$ cat config.mk
export PLATFORM = sky130hd
export DESIGN_NAME = spi_flash_arbiter
export DESIGN_NICKNAME = d
export VERILOG_FILES = /design/src/rtl/spi_flash_arbiter.sv
export SDC_FILE = /design/constraint.sdc
export NUM_CORES = 1
export LEC_CHECK = 0
export BUFFER_PORTS_ARGS = -buffer_cell sky130_fd_sc_hd__buf_2
export CAP_MARGIN = 10
export CORE_AREA = 4 4 134 136
export DETAILED_ROUTE_END_ITERATION = 6
export DIE_AREA = 0 0 138 140
export GPL_ROUTABILITY_DRIVEN = 0
export GPL_TIMING_DRIVEN = 0
export PLACE_DENSITY = 0.78
export SLEW_MARGIN = 5
export SYNTH_ARGS = -nofsm -noshare
export SYNTH_HDL_FRONTEND = slang
export SYNTH_SLANG_ARGS = --single-unit
$ cat constraint.sdc
create_clock -name wb_clk_i -period 4.35 [get_ports wb_clk_i]
set_clock_uncertainty 0.1 [all_clocks]
set_input_delay 0 -clock wb_clk_i [delete_from_list [all_inputs] [get_ports wb_clk_i]]
set_output_delay 0 -clock wb_clk_i [all_outputs]
set_load 0.005 [all_outputs]
$ cat src/rtl/spi_flash_arbiter.sv
// Two-port round-robin arbiter sharing one SPI flash; each grant runs a
// READ (0x03) + 24-bit address frame and returns one little-endian 32-bit word.
module spi_flash_arbiter #(
  parameter int CLK_DIV = 2,
  parameter int GAP_CYC = 4
) (
  input  logic        wb_clk_i,
  input  logic        wb_rst_i,
  input  logic        req0_valid,
  input  logic [23:0] req0_addr,
  output logic        req0_ready,
  output logic        rsp0_valid,
  output logic [31:0] rsp0_data,
  input  logic        req1_valid,
  input  logic [23:0] req1_addr,
  output logic        req1_ready,
  output logic        rsp1_valid,
  output logic [31:0] rsp1_data,
  output logic        flash_csb,
  output logic        flash_sck,
  output logic        flash_mosi,
  input  logic        flash_miso,
  output logic        busy
);
  typedef enum logic [1:0] {IDLE, SHIFT, DONE, GAP} state_e;

  localparam logic [7:0]  DIV_LAST = 8'(CLK_DIV - 1);
  // DONE is the first gap cycle, so GAP counts down the remaining GAP_CYC-1.
  localparam logic [15:0] GAP_LOAD = (GAP_CYC > 1) ? 16'(GAP_CYC - 2) : 16'd0;

  state_e      state_q, state_d;
  logic        port_q, port_d;
  logic        last_q, last_d;
  logic        csb_q, csb_d;
  logic        sck_q, sck_d;
  logic [7:0]  div_q, div_d;
  logic [5:0]  bit_q, bit_d;
  logic [31:0] sh_q, sh_d;
  logic [31:0] rx_q, rx_d;
  logic [15:0] gap_q, gap_d;
  logic        rsp0_valid_q, rsp0_valid_d, rsp1_valid_q, rsp1_valid_d;
  logic [31:0] rsp0_data_q, rsp0_data_d, rsp1_data_q, rsp1_data_d;
  logic        grant1;
  logic [31:0] word;

  // Port 1 wins when alone, or when both ask and port 0 was served last.
  assign grant1     = req1_valid & (~req0_valid | ~last_q);
  assign req0_ready = ~wb_rst_i & (state_q == IDLE) & req0_valid & ~grant1;
  assign req1_ready = ~wb_rst_i & (state_q == IDLE) & grant1;
  assign word       = {rx_q[7:0], rx_q[15:8], rx_q[23:16], rx_q[31:24]};

  assign flash_csb  = csb_q;
  assign flash_sck  = sck_q;
  assign flash_mosi = sh_q[31];
  assign busy       = (state_q != IDLE);
  assign rsp0_valid = rsp0_valid_q;
  assign rsp1_valid = rsp1_valid_q;
  assign rsp0_data  = rsp0_data_q;
  assign rsp1_data  = rsp1_data_q;

  always_comb begin
    state_d      = state_q;
    port_d       = port_q;
    last_d       = last_q;
    csb_d        = csb_q;
    sck_d        = sck_q;
    div_d        = div_q;
    bit_d        = bit_q;
    sh_d         = sh_q;
    rx_d         = rx_q;
    gap_d        = gap_q;
    rsp0_valid_d = 1'b0;
    rsp1_valid_d = 1'b0;
    rsp0_data_d  = rsp0_data_q;
    rsp1_data_d  = rsp1_data_q;
    unique case (state_q)
      IDLE: if (req0_valid | req1_valid) begin
        state_d = SHIFT;
        port_d  = grant1;
        last_d  = grant1;
        csb_d   = 1'b0;
        sck_d   = 1'b0;
        div_d   = 8'd0;
        bit_d   = 6'd0;
        sh_d    = {8'h03, grant1 ? req1_addr : req0_addr};
      end
      SHIFT: begin
        if (div_q != DIV_LAST) begin
          div_d = div_q + 8'd1;
        end else begin
          div_d = 8'd0;
          sck_d = ~sck_q;
          if (!sck_q) begin
            rx_d = {rx_q[30:0], flash_miso};
          end else if (bit_q == 6'd63) begin
            state_d = DONE;
            csb_d   = 1'b1;
            if (port_q) begin
              rsp1_valid_d = 1'b1;
              rsp1_data_d  = word;
            end else begin
              rsp0_valid_d = 1'b1;
              rsp0_data_d  = word;
            end
          end else begin
            bit_d = bit_q + 6'd1;
            sh_d  = {sh_q[30:0], 1'b0};
          end
        end
      end
      DONE: begin
        state_d = (GAP_CYC > 1) ? GAP : IDLE;
        gap_d   = GAP_LOAD;
      end
      GAP: begin
        if (gap_q == 16'd0) state_d = IDLE;
        else                gap_d   = gap_q - 16'd1;
      end
    endcase
  end

  always_ff @(posedge wb_clk_i or posedge wb_rst_i) begin
    if (wb_rst_i) begin
      state_q      <= IDLE;
      port_q       <= 1'b0;
      last_q       <= 1'b1;
      csb_q        <= 1'b1;
      sck_q        <= 1'b0;
      div_q        <= 8'd0;
      bit_q        <= 6'd0;
      sh_q         <= 32'd0;
      rx_q         <= 32'd0;
      gap_q        <= 16'd0;
      rsp0_valid_q <= 1'b0;
      rsp1_valid_q <= 1'b0;
      rsp0_data_q  <= 32'd0;
      rsp1_data_q  <= 32'd0;
    end else begin
      state_q      <= state_d;
      port_q       <= port_d;
      last_q       <= last_d;
      csb_q        <= csb_d;
      sck_q        <= sck_d;
      div_q        <= div_d;
      bit_q        <= bit_d;
      sh_q         <= sh_d;
      rx_q         <= rx_d;
      gap_q        <= gap_d;
      rsp0_valid_q <= rsp0_valid_d;
      rsp1_valid_q <= rsp1_valid_d;
      rsp0_data_q  <= rsp0_data_d;
      rsp1_data_q  <= rsp1_data_d;
    end
  end
endmodule

# After elaboration in Yosys (flattened, before gate mapping)

Cells that the tools add are included.

Reductions and logical operators: 15
Equality and inequality tests: 12
Add/subtract/negate cells: 3
Bitwise logic cells: 14
Mux-type cells: 39

Operators by type and width:

| kind                    | count |
|---|---|
| $mux W32                | 4 |
| $pmux W32 S2            | 1 |
| $pmux W16 S2            | 1 |
| $reduce_and A5 Y1       | 5 |
| $mux W24                | 1 |
| $mux W6                 | 4 |
| $logic_not A16 Y1       | 1 |
| $mux W16                | 1 |
| $mux W8                 | 2 |
| $pmux W8 S2             | 1 |
| $sub A16 B1 Y16 const B | 1 |
| $mux W1                 | 15 |
| $ne A2 B2 Y1 const B    | 6 |
| $pmux W6 S2             | 1 |
| $mux W2                 | 5 |
| $add A8 B1 Y8 const B   | 1 |
| $ne A8 B1 Y1 const B    | 1 |
| $pmux W2 S4             | 1 |
| $not A1 Y1              | 7 |
| $add A6 B1 Y6 const B   | 1 |
| $eq A6 B6 Y1 const B    | 1 |
| $reduce_and A2 Y1       | 3 |
| $reduce_and A3 Y1       | 2 |
| $reduce_bool A2 Y1      | 3 |
| other kinds (7)         | 14 |

Register bits: 166
Output and inout bits: 72
Input bits: 53
Word-level logic and storage cells: 97

# Depth between registers and ports, before layout

Depth in word-level cells: 6
Gate-level depth with buffers: 9
Gate-level depth less buffers: 6

# Worst setup path before layout

OpenSTA, ideal clock, no wires.

Path kind: input port to output port
From: in wb_rst_i
To: out req1_ready
Data required time: 4.250 ns
Slack: 0.301 ns
Arrival time: 3.949 ns
Stages: 2
Path buffers: 0
Cell sequence: inv_1 and3_1

Longest elaborated chain between the ends: 3

RTL lines:

| item                        | line | source |
|---|---|---|
| from (decl)                 | 8    | `input logic wb_rst_i,` |
| $not A1 Y1                  | 49   | `assign req1_ready = ~wb_rst_i & (state_q == IDLE) & grant1;` |
| $and A1 B1 Y1 (2 in series) | 49   |  |
| to (decl)                   | 16   | `output logic req1_ready,` |

No other way between the ends.

# Worst setup path in the final report

From: reg last_q
To: reg sh_q[7]

Longest elaborated chain between the ends: 6

RTL lines:

| item                   | line | source |
|---|---|---|
| from (decl)            | 33   | `logic last_q, last_d;` |
| from (signal assigned) | 141  | `last_q <= last_d;` |
| $not A1 Y1             | 47   | `assign grant1 = req1_valid & (~req0_valid \| ~last_q);` |
| $or A1 B1 Y1           | 47   |  |
| $and A1 B1 Y1          | 47   |  |
| $mux W24               | 85   | `sh_d = {8'h03, grant1 ? req1_addr : req0_addr};` |
| $mux W32               | 77   | `IDLE: if (req0_valid \| req1_valid) begin` |
| $pmux W32 S2           | 76   | `unique case (state_q)` |
| to (signal assigned)   | 131  | `sh_q <= 32'd0;` |
| to (signal assigned)   | 146  | `sh_q <= sh_d;` |
| to (decl)              | 38   | `logic [31:0] sh_q, sh_d;` |

No other way between the ends. The select of a mux whose other input is x is not followed.
A chain may end at the register's enable or synchronous reset.

==> results.yml <==
run_status:
  status: "finished, final reports clean"
finish:
  layout-drive-gt1-share_pct: 37.9
  fin_area_sq_mm: 0.00957
  area_growth_pct: 28.6
  nets: 853
  fillers: 1365
  diodes: 0
routing:
  drt_iter0_markers: 292
  viasPerCell: 5.35
  drc_errors: 0
  wl_mm: 17.4
  vias: 5509
  ant_nets: 0
  drt_pass1_iterations: 6
  wl_per_cell_um: 16.9
clock_tree:
  cts_resized: 0
  post_cts_buffers: 0
  cts_tree: "yes"
  cts-root-buf: "clkbuf_16"
  clkLatencyLatePin_ns: 0.42
  clk_pin_slew_worst_paths_ns: 0.07
  clock-sinks: 166
  cts_buffers: 17
  clk_path_buf_depth: 2
  ctsHtreeMaxLevel: 4
floorplan:
  initial_core_util_pct: 44.0
  dieArea_sq_mm: 0.0193
  die_h_um: 140
  num_rows: 48
  pin_count: 125
  die_x_um: 138
  coreArea_sq_mm: 0.0169
timing:
  drv_slew: 0
  rsz0062_at_grt: "false"
  relSlewSlack_pct: 28.1
  fin_crit_sh_pct: 69.5
  setup_tns_ns: 0
  finalSetupViolCount: 0
  clock.fmax_ghz: 0.331
  finalWorstPathRequiredPeriod_ns: 3.02
  hold_violations: 0
  tightest_slew_ns: 1.08
critical_path:
  crit_fanout: 10
  worstPathArrival_ns: 3.23
  crit_required_ns: 4.56
  worstReg2RegStart: "last_q"
  crit_type: "reg -> reg"
  ff2ff_setup_slack_ns: 1.33
  r2r_cells: 7
  end_kind: "flop"
  crit_end: "sh_q[7]"
  critPathLaunch: "last_q"
  r2r-end: "sh_q[7]"
  cp-start-kind: "flop"
placement:
  dpl-instance-area_sq_mm: 0.00846
  dp_hpwl_mm: 11.2
  port_buffers: 124
logic_synthesis:
  ys.flop_type: "dfrtp_1"
  synth_area_sq_mm: 0.00744
  synth_largest_area_cell: "dfrtp_1"
  synth_top_area_share_pct: 55.1
  avgSynthCellArea_sq_um: 12.6
  synth-seq-area-share_pct: 55.8
  syn_inst: 590
  async_reset_ff_share_pct: 100
  netlist_top_cells_area: "dfrtp_1 55%, mux2_2 18%, mux2i_1 4.4%"
  synth_warnings: 0
  netlist-cell-type-count: 56
  ys_ff_latch: 166
  synth_edf_count: 0
  syn_nets: 651
grt:
  grt_use_met3_pct: 7.03
  grtUsageMet2_pct: 30.6
  grt_max_degree: 42
  grt_util_met1_pct: 23.1
  grt_pass1_wl_mm: 29.8
  gr-total-overflow: 0
  busiest_layer: "met2"
  grt_pass1_vias: 5929
  grtUsageTotal_pct: 18.8
  antenna_found_initial: 0
power:
  p_leak_nw: 4.80
  power_density_mw_per_mm2: 539
  max-vdd-ir-drop_mv: 0.426
worst_hold_path:
  hp-class: "in -> reg"
job:
  cap_violations: 0
==> Yosys cell counts, types with 3 or more instances <==
| cell | instances |
|---|---|
| a21oi_1 | 11 |
| buf_2 | 8 |
| buf_6 | 6 |
| clkbuf_1 | 15 |
| dfrtp_1 | 164 |
| ha_1 | 8 |
| inv_1 | 14 |
| mux2_2 | 117 |
| mux2i_1 | 33 |
| nand2_1 | 48 |
| nand2b_1 | 5 |
| nand3_1 | 9 |
| nor2_1 | 13 |
| nor3_1 | 7 |
| nor3b_1 | 3 |
| nor4_1 | 11 |
| o211ai_1 | 4 |
| o21ai_0 | 44 |
| o31ai_1 | 8 |
| or3_1 | 5 |
| or4_1 | 7 |
| xnor2_1 | 6 |
==> metal layers <==
metal,vias to the layer above,routed length [um]
met2,171,8480
met1,2757,7210
li1,2543,-
met4,0,430
met3,38,1260
met5,-,0
==> registers in the layout (all words and copies together) (netlist names), 2 cells and up <==
signal and flops:
gap_q 16, div_q 8, rsp0_data 32, state_q 2
bit_q 6, rsp1_data 32, sh_q 32, rx_q 32
==> critical path, cell delays in order (launching register included) <==
cell,delay (ns)
dfstp_2,0.38
a21boi_0,0.18
buf_1,0.47
buf_2,0.42
mux2i_1,0.35
dlygate4sd3_1,0.60
o21ai_0,0.10
mux2_2,0.30
==> how the worst min path moves through the flow <==
stage	cells after the start	startpoint	slack, ns	end
floorplan	1	wb_rst_i	-0.06	req0_ready
global placement	2	req0_valid	0.13	last_q
detailed placement	2	wb_rst_i	-0.19	rsp1_valid
CTS	3	flash_miso	0.24	rx_q[0]
global route	3	flash_miso	0.26	rx_q[0]
finish	3	flash_miso	0.25	rx_q[0]
==> cells in the final DEF, fill, tap and decap left out, types with 6 or more instances in the layout <==
cell type | Yosys | final
mux2i_1 | 33 | 33
buf_2 | 8 | 132
o31ai_1 | 8 | 8
clkinv_4 | 0 | 6
nor3_1 | 7 | 7
inv_1 | 14 | 13
ha_1 | 8 | 8
mux2_2 | 117 | 117
or4_1 | 7 | 7
a21oi_1 | 11 | 11
clkbuf_1 | 15 | 16
xnor2_1 | 6 | 6
nor4_1 | 11 | 11
o21ai_0 | 44 | 44
clkbuf_16 | 0 | 17
buf_6 | 6 | 6
dlygate4sd3_1 | 0 | 54
dfrtp_1 | 164 | 164
nor2_1 | 13 | 13
nand2_1 | 48 | 48
nand3_1 | 9 | 9
==> through the flow <==
step / total power, W / hold WS [ns] / setup WS, ns / util (%) / instances
after floorplan: 0.00320 / -0.0635 / 1.25 / - / 590
after global placement: 0.00353 / 0.133 / -0.0503 / 49.3 / 939
after detailed placement: 0.00360 / -0.186 / 1.56 / 49.9 / 944
after CTS: 0.00515 / 0.244 / 1.55 / 56.5 / 1030
after global routing: 0.00548 / 0.261 / 1.19 / 56.5 / 1030
final: 0.00516 / 0.252 / 1.33 / 56.5 / 1030
==> kinds of logic after synthesis <==
group                    count (synthesis)  synth area share [%]
multiplexers                           152                  22.5
XOR/XNOR                                 6                 0.706
AND/OR/NAND/NOR                        127                  9.43
buffers and inverters                   46                  3.06
adder cells (fa/ha/maj)                  8                  1.34
AO/OA/AOI/OAI                           85                  7.14
flip-flops                             166                  55.8
==> what timing repair did <==
action	4_1_cts	5_1_grt
endpoints found under the hold margin	127	0
hold buffers	54	0
setup endpoints to repair	0	0
==> area by class of cell <==
class / count / area, sq um / share of cell area, %
buffer: 31 / 171 / 1.79
inverter: 15 / 60.1 / 0.627
timing repair buffer: 183 / 1270 / 13.3
multi-input combinational: 378 / 3060 / 32.0
sequential: 166 / 4160 / 43.4
tap: 225 / 282 / 2.94
clock buffer: 18 / 429 / 4.48
clock inverter: 14 / 144 / 1.50
==> report_power, final <==
| part | switching, W | leakage (nW) | internal, W |
|---|---|---|---|
| logic | 0.000930 | 2.29 | 0.000736 |
| clock network | 0.000651 | 0.285 | 0.000806 |
| registers | 0.000218 | 2.23 | 0.00182 |
(Power assumes the default switching activity.)
